## config.mk

```make
export PLATFORM = sky130hd
export DESIGN_NAME = playseq_gravador_sequencia
export DESIGN_NICKNAME = d
export VERILOG_FILES = /design/src/rtl/playseq_gravador_sequencia.sv
export SDC_FILE = /design/constraint.sdc
export NUM_CORES = 1
export LEC_CHECK = 0
export ABC_AREA = 1
export CAP_MARGIN = 0
export CORE_UTILIZATION = 35
export DETAILED_ROUTE_END_ITERATION = 8
export GPL_ROUTABILITY_DRIVEN = 1
export MAX_ROUTING_LAYER = met4
export PLACE_DENSITY = 0.5
export SETUP_SLACK_MARGIN = 0.4
export SYNTH_ARGS = -nofsm -noshare
export SYNTH_HDL_FRONTEND = slang
export SYNTH_SLANG_ARGS = --single-unit
```

## constraint.sdc

```tcl
create_clock -name clock -period 1.95 [get_ports clock]
set_input_delay 0.2925 -clock clock [delete_from_list [all_inputs] [get_ports clock]]
set_output_delay 0.2925 -clock clock [all_outputs]
set_load 0.01 [all_outputs]
```

## src/rtl/playseq_gravador_sequencia.sv

```systemverilog
// Records a player-entered button sequence into a 16x4 RAM read by the PlaySeq datapath.
// Latency: rd_data is registered (1 cycle after rd_addr); status outputs change on the edge after the causing event.
// Backpressure: none; presses arriving outside ESPERA (or with finalizar/cancelar) are dropped.
module playseq_gravador_sequencia #(
    parameter int DEPTH     = 16,
    parameter int ADDR_W    = 4,
    parameter int DATA_W    = 4,
    parameter int TIMEOUT_M = 5000,
    parameter int MIN_LEN   = 4
) (
    input  logic              clock,
    input  logic              reset,
    input  logic              iniciar,
    input  logic              finalizar,
    input  logic              cancelar,
    input  logic [DATA_W-1:0] botoes,
    input  logic [ADDR_W-1:0] rd_addr,
    output logic [DATA_W-1:0] rd_data,
    output logic [ADDR_W:0]   comprimento,
    output logic              gravando,
    output logic              pronto,
    output logic              erro,
    output logic              timeout,
    output logic [3:0]        db_estado,
    output logic [ADDR_W-1:0] db_endereco
);

    localparam int CNT_W = (TIMEOUT_M > 2) ? $clog2(TIMEOUT_M) : 1;

    typedef enum logic [3:0] {
        ST_IDLE     = 4'd0,
        ST_ESPERA   = 4'd1,
        ST_REGISTRA = 4'd2,
        ST_SOLTA    = 4'd3,
        ST_FIM      = 4'd4,
        ST_ERRO     = 4'd5
    } estado_t;

    estado_t             estado_q, estado_d;
    logic [ADDR_W-1:0]   wr_ptr_q, wr_ptr_d;
    logic [ADDR_W:0]     comp_q, comp_d;
    logic                pronto_q, pronto_d;
    logic                timeout_q, timeout_d;
    logic                p_prev_q, p_prev_d;
    logic [DATA_W-1:0]   jogada_q, jogada_d;
    logic [CNT_W-1:0]    idle_q, idle_d;
    logic [DATA_W-1:0]   rd_data_q, rd_data_d;
    logic [DATA_W-1:0]   mem [DEPTH];

    logic                press, one_hot, len_ok, idle_end, wr_en, inicia, aborta;
    logic [ADDR_W:0]     comp_inc;

    // Next-state, counters and press detection
    always_comb begin
        press     = (|botoes) & ~p_prev_q;
        one_hot   = $onehot(botoes);
        len_ok    = (comp_q >= (ADDR_W+1)'(MIN_LEN));
        idle_end  = (idle_q == CNT_W'(TIMEOUT_M - 1));
        comp_inc  = comp_q + 1'b1;

        estado_d  = estado_q;
        wr_ptr_d  = wr_ptr_q;
        comp_d    = comp_q;
        pronto_d  = pronto_q;
        timeout_d = 1'b0;
        wr_en     = 1'b0;
        inicia    = 1'b0;
        aborta    = 1'b0;

        case (estado_q)
            ST_IDLE: begin
                if (iniciar) inicia = 1'b1;
            end
            ST_ESPERA: begin
                if (cancelar) begin
                    aborta = 1'b1;
                end else if (finalizar) begin
                    estado_d = len_ok ? ST_FIM : ST_ERRO;
                end else if (press) begin
                    estado_d = one_hot ? ST_REGISTRA : ST_ERRO;
                end else if (idle_end) begin
                    timeout_d = 1'b1;
                    estado_d  = len_ok ? ST_FIM : ST_ERRO;
                end
            end
            ST_REGISTRA: begin
                // The write completes even if the recording is being cancelled.
                wr_en  = 1'b1;
                comp_d = comp_inc;
                // Pointer saturates: the full condition ends the recording instead.
                if (wr_ptr_q != ADDR_W'(DEPTH - 1)) wr_ptr_d = wr_ptr_q + 1'b1;
                if (cancelar) begin
                    aborta = 1'b1;
                end else if (comp_inc == (ADDR_W+1)'(DEPTH)) begin
                    estado_d = ST_FIM;
                end else begin
                    estado_d = ST_SOLTA;
                end
            end
            ST_SOLTA: begin
                if (cancelar) begin
                    aborta = 1'b1;
                end else if (botoes == '0) begin
                    estado_d = ST_ESPERA;
                end
            end
            ST_FIM: begin
                if (iniciar) inicia = 1'b1;
            end
            ST_ERRO: begin
                if (cancelar) begin
                    aborta = 1'b1;
                end else if (iniciar) begin
                    inicia = 1'b1;
                end
            end
            default: estado_d = ST_IDLE;
        endcase

        if (inicia) begin
            estado_d = ST_ESPERA;
            wr_ptr_d = '0;
            comp_d   = '0;
            pronto_d = 1'b0;
        end
        if (aborta) begin
            estado_d = ST_IDLE;
            wr_ptr_d = '0;
            comp_d   = '0;
            pronto_d = 1'b0;
        end
        if (estado_d == ST_FIM)  pronto_d = 1'b1;
        if (estado_d == ST_ERRO) pronto_d = 1'b0;

        // Idle counter restarts on every state entry and only advances while waiting.
        idle_d = idle_q;
        if ((estado_d != estado_q) || inicia) begin
            idle_d = '0;
        end else if ((estado_q == ST_ESPERA) && !idle_end) begin
            idle_d = idle_q + 1'b1;
        end

        jogada_d  = (press && one_hot) ? botoes : jogada_q;
        p_prev_d  = |botoes;
        rd_data_d = mem[rd_addr];
    end

    // State and status registers
    always_ff @(posedge clock or negedge reset) begin
        if (!reset) begin
            estado_q  <= ST_IDLE;
            wr_ptr_q  <= '0;
            comp_q    <= '0;
            pronto_q  <= 1'b0;
            timeout_q <= 1'b0;
            p_prev_q  <= 1'b0;
            jogada_q  <= '0;
            idle_q    <= '0;
            rd_data_q <= '0;
        end else begin
            estado_q  <= estado_d;
            wr_ptr_q  <= wr_ptr_d;
            comp_q    <= comp_d;
            pronto_q  <= pronto_d;
            timeout_q <= timeout_d;
            p_prev_q  <= p_prev_d;
            jogada_q  <= jogada_d;
            idle_q    <= idle_d;
            rd_data_q <= rd_data_d;
        end
    end

    // Sequence RAM write port; contents survive reset
    always_ff @(posedge clock) begin
        if (wr_en) mem[wr_ptr_q] <= jogada_q;
    end

    assign rd_data     = rd_data_q;
    assign comprimento = comp_q;
    assign pronto      = pronto_q;
    assign timeout     = timeout_q;
    assign gravando    = (estado_q == ST_ESPERA) || (estado_q == ST_REGISTRA) || (estado_q == ST_SOLTA);
    assign erro        = (estado_q == ST_ERRO);
    assign db_estado   = estado_q;
    assign db_endereco = wr_ptr_q;

endmodule

```

After elaboration in Yosys (flattened, before gate mapping)

Memory sizes are Yosys's and may differ from the RTL's. A register that Yosys moved wholly into a read port is not among the register bits.
Cells that the tools add are included.

Multiplexer cells: 39
Bitwise logic cells: 2
Add/sub/neg operators: 6
Reductions and logical operators: 18
Equal/unequal tests: 12
Order comparisons: 1

Operators by type and width:

| kind                                                 | count |
|---|---|
| two-way mux 4 bit                                    | 13 |
| two-way mux 13 bit                                   | 2 |
| two-way mux 1 bit                                    | 17 |
| == test 4 x 3 -> 1 bit (second input constant)       | 4 |
| case mux 4 bit (4 select lines)                      | 1 |
| two-way mux 5 bit                                    | 3 |
| adder 13 x 1 -> 13 bit (second input constant)       | 1 |
| == test 13 bit (second input constant)               | 1 |
| == test 4 x 2 -> 1 bit (second input constant)       | 2 |
| logical NOT 4 bit                                    | 2 |
| OR reduction 4 bit                                   | 2 |
| two-way mux 3 bit                                    | 2 |
| nonzero test 3 bit                                   | 2 |
| adder 5 x 1 -> 5 bit (second input constant)         | 1 |
| == test 5 bit (second input constant)                | 1 |
| >= comparator 5 x 3 -> 1 bit (second input constant) | 1 |
| adder 1 x 1 -> 2 bit                                 | 2 |
| adder 4 x 1 -> 4 bit (second input constant)         | 1 |
| == test 4 x 1 -> 1 bit (second input constant)       | 1 |
| inequality test 4 bit                                | 1 |
| inequality test 4 bit (second input constant)        | 1 |
| nonzero test 4 bit                                   | 1 |
| adder 2 x 2 -> 3 bit                                 | 1 |
| == test 3 x 1 -> 1 bit (second input constant)       | 1 |
| other kinds (10)                                     | 14 |

RAM bits: 64
Memories kept: 1
Output and inout port bits: 21
Flip-flop bits (word level): 33
Logic and storage cells: 87

Memories:

| memory | words | width | rd ports | clocked after memory_dff | write ports | line | RTL |
|---|---|---|---|---|---|---|---|
| mem    | 16    | 4     | 1        | 1                        | 1           | 48   | `logic [DATA_W-1:0] mem [DEPTH];` |

Logic depth before layout (Yosys ltp)

Word-level depth: 13
Mapped depth: 22
Mapped depth without buffers: 21

Worst setup path after synthesis

No wires, ideal clock.

Kind: input to register
Start: input botoes[0]
End: register idle_q[7]
Data required time: 1.829 ns
Buffers on the path: 2
Slack: -0.733 ns
Library setup time: 0.121 ns
Arrival time: 2.562 ns
Cell stages on the path: 19
Cell sequence: inv_1 -> fa_1 -> inv_1 -> ha_1 -> ha_1 -> nand3b_1 -> or2_1 -> buf_6 -> nand2_1 -> nand2_1 -> nand3_1 -> nand4_1 -> nand2_1 -> nand2_1 -> nand2_1 -> inv_1 -> nand3_2 -> buf_6 -> nor2_2

Word-level cells in the longest chain between the ends: 13

Ends and longest elaborated chain:

| item                                                            | line | RTL |
|---|---|---|
| start, declared                                                 | 16   | `input logic [DATA_W-1:0] botoes,` |
| adder 1 x 1 -> 2 bit (not written as such)                      | 56   | `one_hot = $onehot(botoes);` |
| adder 2 x 2 -> 3 bit (not written as such)                      | 56   |  |
| == test 3 x 1 -> 1 bit                                          | 56   |  |
| two-way mux 3 bit                                               | 80   | `estado_d = one_hot ? ST_REGISTRA : ST_ERRO;` |
| two-way mux 4 bit                                               | 79   | `end else if (press) begin` |
| two-way mux 4 bit                                               | 77   | `end else if (finalizar) begin` |
| two-way mux 4 bit                                               | 75   | `if (cancelar) begin` |
| case mux 4 bit (4 select lines) (*)                             | 70   | `case (estado_q)` |
| two-way mux 4 bit (*)                                           | 120  | `if (inicia) begin` |
| two-way mux 4 bit (*)                                           | 126  | `if (aborta) begin` |
| inequality test 4 bit (*)                                       | 137  | `if ((estado_d != estado_q) \|\| inicia) begin` |
| logical OR 1 bit (*)                                            | 137  |  |
| two-way mux 13 bit / nonzero test 2 bit (equally long branches) | -    |  |
| end signal, assigned                                            | 168  | `idle_q <= idle_d;` |
| end, declared                                                   | 46   | `logic [CNT_W-1:0] idle_q, idle_d;` |

Mark *: on every way between the ends. The rest lies on a longest branch, timed or not.
A chain may end at the register's enable or synchronous reset.

Worst setup path after layout

Start: input botoes[1]
End: register idle_q[4]

Same word-level chain as after synthesis.

==> summary.txt <==
Place
  – DP Cell Count: 700
  – Pre-CTS setup slack: -1.33 ns
  – PortBufs: 33
  – Detailed Place HPWL: 7.46 mm
  – GP Congestion: 0.865

Logic synthesis
  – Simple-gate share of the synthesized area: 0.163
  – Yosys cell types: 37
  – Synth Register Bits: around 100
  – Synth Area in Compound Gates: 0.0884
  – Mapped Cells: roughly 460
  – YS warnings: 0
  – Mux contribution to synthesized area: 0.0401
  – Synth area leader: edfxtp_1
  – Main combinational cell family by area after synthesis: simple AND/OR/NAND/NOR gates
  – Most numerous cell in the Yosys netlist: nand2_1
  – Post-synth EDFFs: 64
  – Top cells by area, synth: edfxtp_1 40%, dfrtp_1 19%, nand2_1 5.1%
  – Post-synth top cells: 66 x nand2_1, 64 x edfxtp_1, 57 x inv_1
  – Mapped Area: between 4000 and 5000 um^2
  – Mean post-synth cell area: approximately 10 um^2
  – Post-synthesis sequential area ratio: 0.592
  – Syn_nets: 487
  – Main synth FF type: edfxtp_1
  – Synth Area in XOR/XNOR: 0.0200
  – Post-Synth Adder-Cell Area: 0.0302
  – Ys async rst share: 0.366
  – Yosys top cell area share: 0.399

Pwr
  – Leakage: 2.73 nW
  – Worst IR Drop VDD: approximately 0.31 mV
  – PnR Total Power: around 5.3 mW
  – Power density over the cells: around 800 nW/um^2

Route
  – First-pass DRT Iterations: 4
  – DRC violations left: 0
  – WL final: roughly 11 mm
  – Via-to-Cell Ratio: between 4 and 5
  – Routed length per placed instance: 14.9 um
  – DRT antenna net count: 0
  – Number of DRC markers in iteration 0: ~220
  – Vias: around 3600

Timing
  – Min Tclk post-route: 2.40 ns
  – Slew @ Worst Pin: around 0.62 ns
  – Hold_ws: -0.00473 ns
  – Total negative slack: -7.10 ns
  – Max Slew Vio Count: 0
  – Worst rel slew slack: 0.588
  – Period utilization: 1.23
  – Clock skew: slightly above 0.008 ns
  – Max Clk Rate: 417 MHz
  – Final worst setup slack: -0.450 ns
  – Hold Vio Cnt, Final: 4
  – Final setup viols: 20
  – RSZ-0062 raised after global routing: true

Layout
  – Fin cells: 745
  – Antenna diodes: 0
  – Area growth syn-to-layout: 38.0%
  – Share of layout cells above drive strength 1: 0.336
  – Layout Nets: between 500 and 600

GRT
  – Largest net degree at the start of global routing: 38
  – Initial antenna violation count: 0
  – Global-route usage over all layers: 0.170
  – Vias in the first global route: roughly 3600
  – GR Overflow Total: 0
  – First-pass GRT wire length: around 18 mm

Status
  – Failing checks: hold timing, setup timing
  – Status: finished, violations left

Clock network
  – H-tree levels: 3
  – Clock tree buffer depth: 2
  – Register clock-pin slew on the reported worst setup and hold paths: around 0.070 ns
  – Skew-Pair Late Insertion Delay: 0.35 ns
  – Root buf cell: clkbuf_16
  – Post-CTS Hold Buffers: 0
  – TritonCTS buffer count: 9
  – CTS tree: built
  – Clock sink count: 101

Critical path
  – Most frequent CP cell: nand2_1
  – Critical-path top delay cell: fa_1
  – R2R setup slack: -0.12 ns
  – Worst path max stage delay: about 0.54 ns
  – Buffer and inverter count on the worst path: 5
  – FF-to-FF End: idle_q[4]$_DFFE_PN0P_
  – RR Startpoint: comprimento[0]$_DFFE_PN0P_
  – Worst setup EP type: register
  – Critical path class: in -> reg
  – R2R depth: 15
  – CP delay by family, top: simple AND/OR/NAND/NOR gates
  – CP Cell Sequence: buf_6, inv_4, fa_1, inv_2, ha_4, ha_4, nand3b_1, or2_1, nand2_1, nand2_1, nand3_2, nand4_1, nand2_1, nand2_1, nand2_1, inv_2, nand3_4, buf_12, nor2_2
  – CP required: 2.18 ns
  – Crit-path max FO: 7
  – Worst setup SP type: primary input
  – WP data arrival: between 2 and 3 ns

Floorplanning
  – FP Rows: between 40 and 50
  – # IOs: 34
  – Core footprint: between 10000 and 15000 um^2
  – Initial core utilization: 0.360
  – Chip Width: between 100 and 150 um
  – Die area: ~14000 um^2
  – Die height: 119 um

Flow run
  – Max-cap violations: 0

Hold path
  – Worst Hold Class: in -> async
-- worst max path at each step --
stage                    from                endpoint  cells past startpoint
finish              botoes[1]   idle_q[4]$_DFFE_PN0P_                     19
global route        botoes[1]   idle_q[2]$_DFFE_PN0P_                     19
CTS                 botoes[3]   idle_q[2]$_DFFE_PN0P_                     22
detailed placement  botoes[3]   idle_q[2]$_DFFE_PN0P_                     19
global placement    botoes[3]   idle_q[2]$_DFFE_PN0P_                     19
floorplan           botoes[3]  idle_q[12]$_DFFE_PN0P_                     19
-- repair_timing --
item | CTS | global route
cloned | 1 | 0
gates resized for setup | 109 | 49
setup endpoints to repair | 100 | 94
pin swaps | 33 | 21
setup buffers | 17 | 11
-- kinds of logic after synthesis --
kind of cell    count (synthesis)
compound gates                 74
xor+xnor                       11
fa+ha+maj                      11
buf+inv                        78
flops                         101
mux                            19
other cells                     1
simple gates                  168
-- cells in the final DEF, fill, tap and decap left out, drive strengths merged, types with 23 or more instances in the layout --
| master | synthesis | layout |
|---|---|---|
| nor2 | 54 | 54 |
| buf | 6 | 78 |
| nand2 | 74 | 74 |
| edfxtp | 64 | 64 |
| o21ai | 30 | 30 |
| dfrtp | 37 | 37 |
| nand3 | 27 | 27 |
| inv | 63 | 63 |
| a21oi | 23 | 23 |
-- per-layer routing --
layer / track usage / part of all wire / wire (um) / vias to the layer above
met1: 0.205 / 0.46 / 5110 / 1698
met2: 0.278 / 0.49 / 5380 / 71
li1: - / - / - / 1764
met3: 0.0297 / 0.031 / 339 / 19
met4: 0.0759 / 0.022 / 243 / 0
met5: - / 0 / 0 / -
-- worst register-to-register path, delay by kind of cell, from the launching register on --
| family | cells | cell delay, ns |
|---|---|---|
| compound gates | 1 | 0.20 |
| fa+ha+maj | 1 | 0.25 |
| buf+inv | 1 | 0.18 |
| flops | 1 | 0.39 |
| simple gates | 12 | 1.00 |
-- through the flow --
step,instance area (um^2),util
after floorplan,4860,-
after global placement,5670,0.425
after detailed placement,5670,0.425
after CTS,6380,0.478
after global routing,6640,0.498
final,6640,0.498
-- report_power, final --
part           leakage, nW  internal (mW)  switching, mW  total, mW
combinational         1.50          0.345          0.399      0.745
sequential            1.07           2.45          0.160       2.61
clock                0.152           1.12          0.776       1.90
total                 2.73           3.92           1.34       5.26
-- registers in the layout, summed over array words and instances (netlist names) --
register / count
db_estado: 4
jogada_q: 4
idle_q: 13
pronto: 1
timeout: 1
comprimento: 5
p_prev_q: 1
rd_data: 4
mem: 64
db_endereco: 4
-- cell type report --
class,instances,area (um^2)
clock buffer,10,229
clock inverter,6,85.1
fill,1215,6710
inverter,64,270
multi-input combinational,284,2020
sequential,101,2850
tap,176,220
timing repair buffer,104,961
Power figures use the tool's default switching activity.
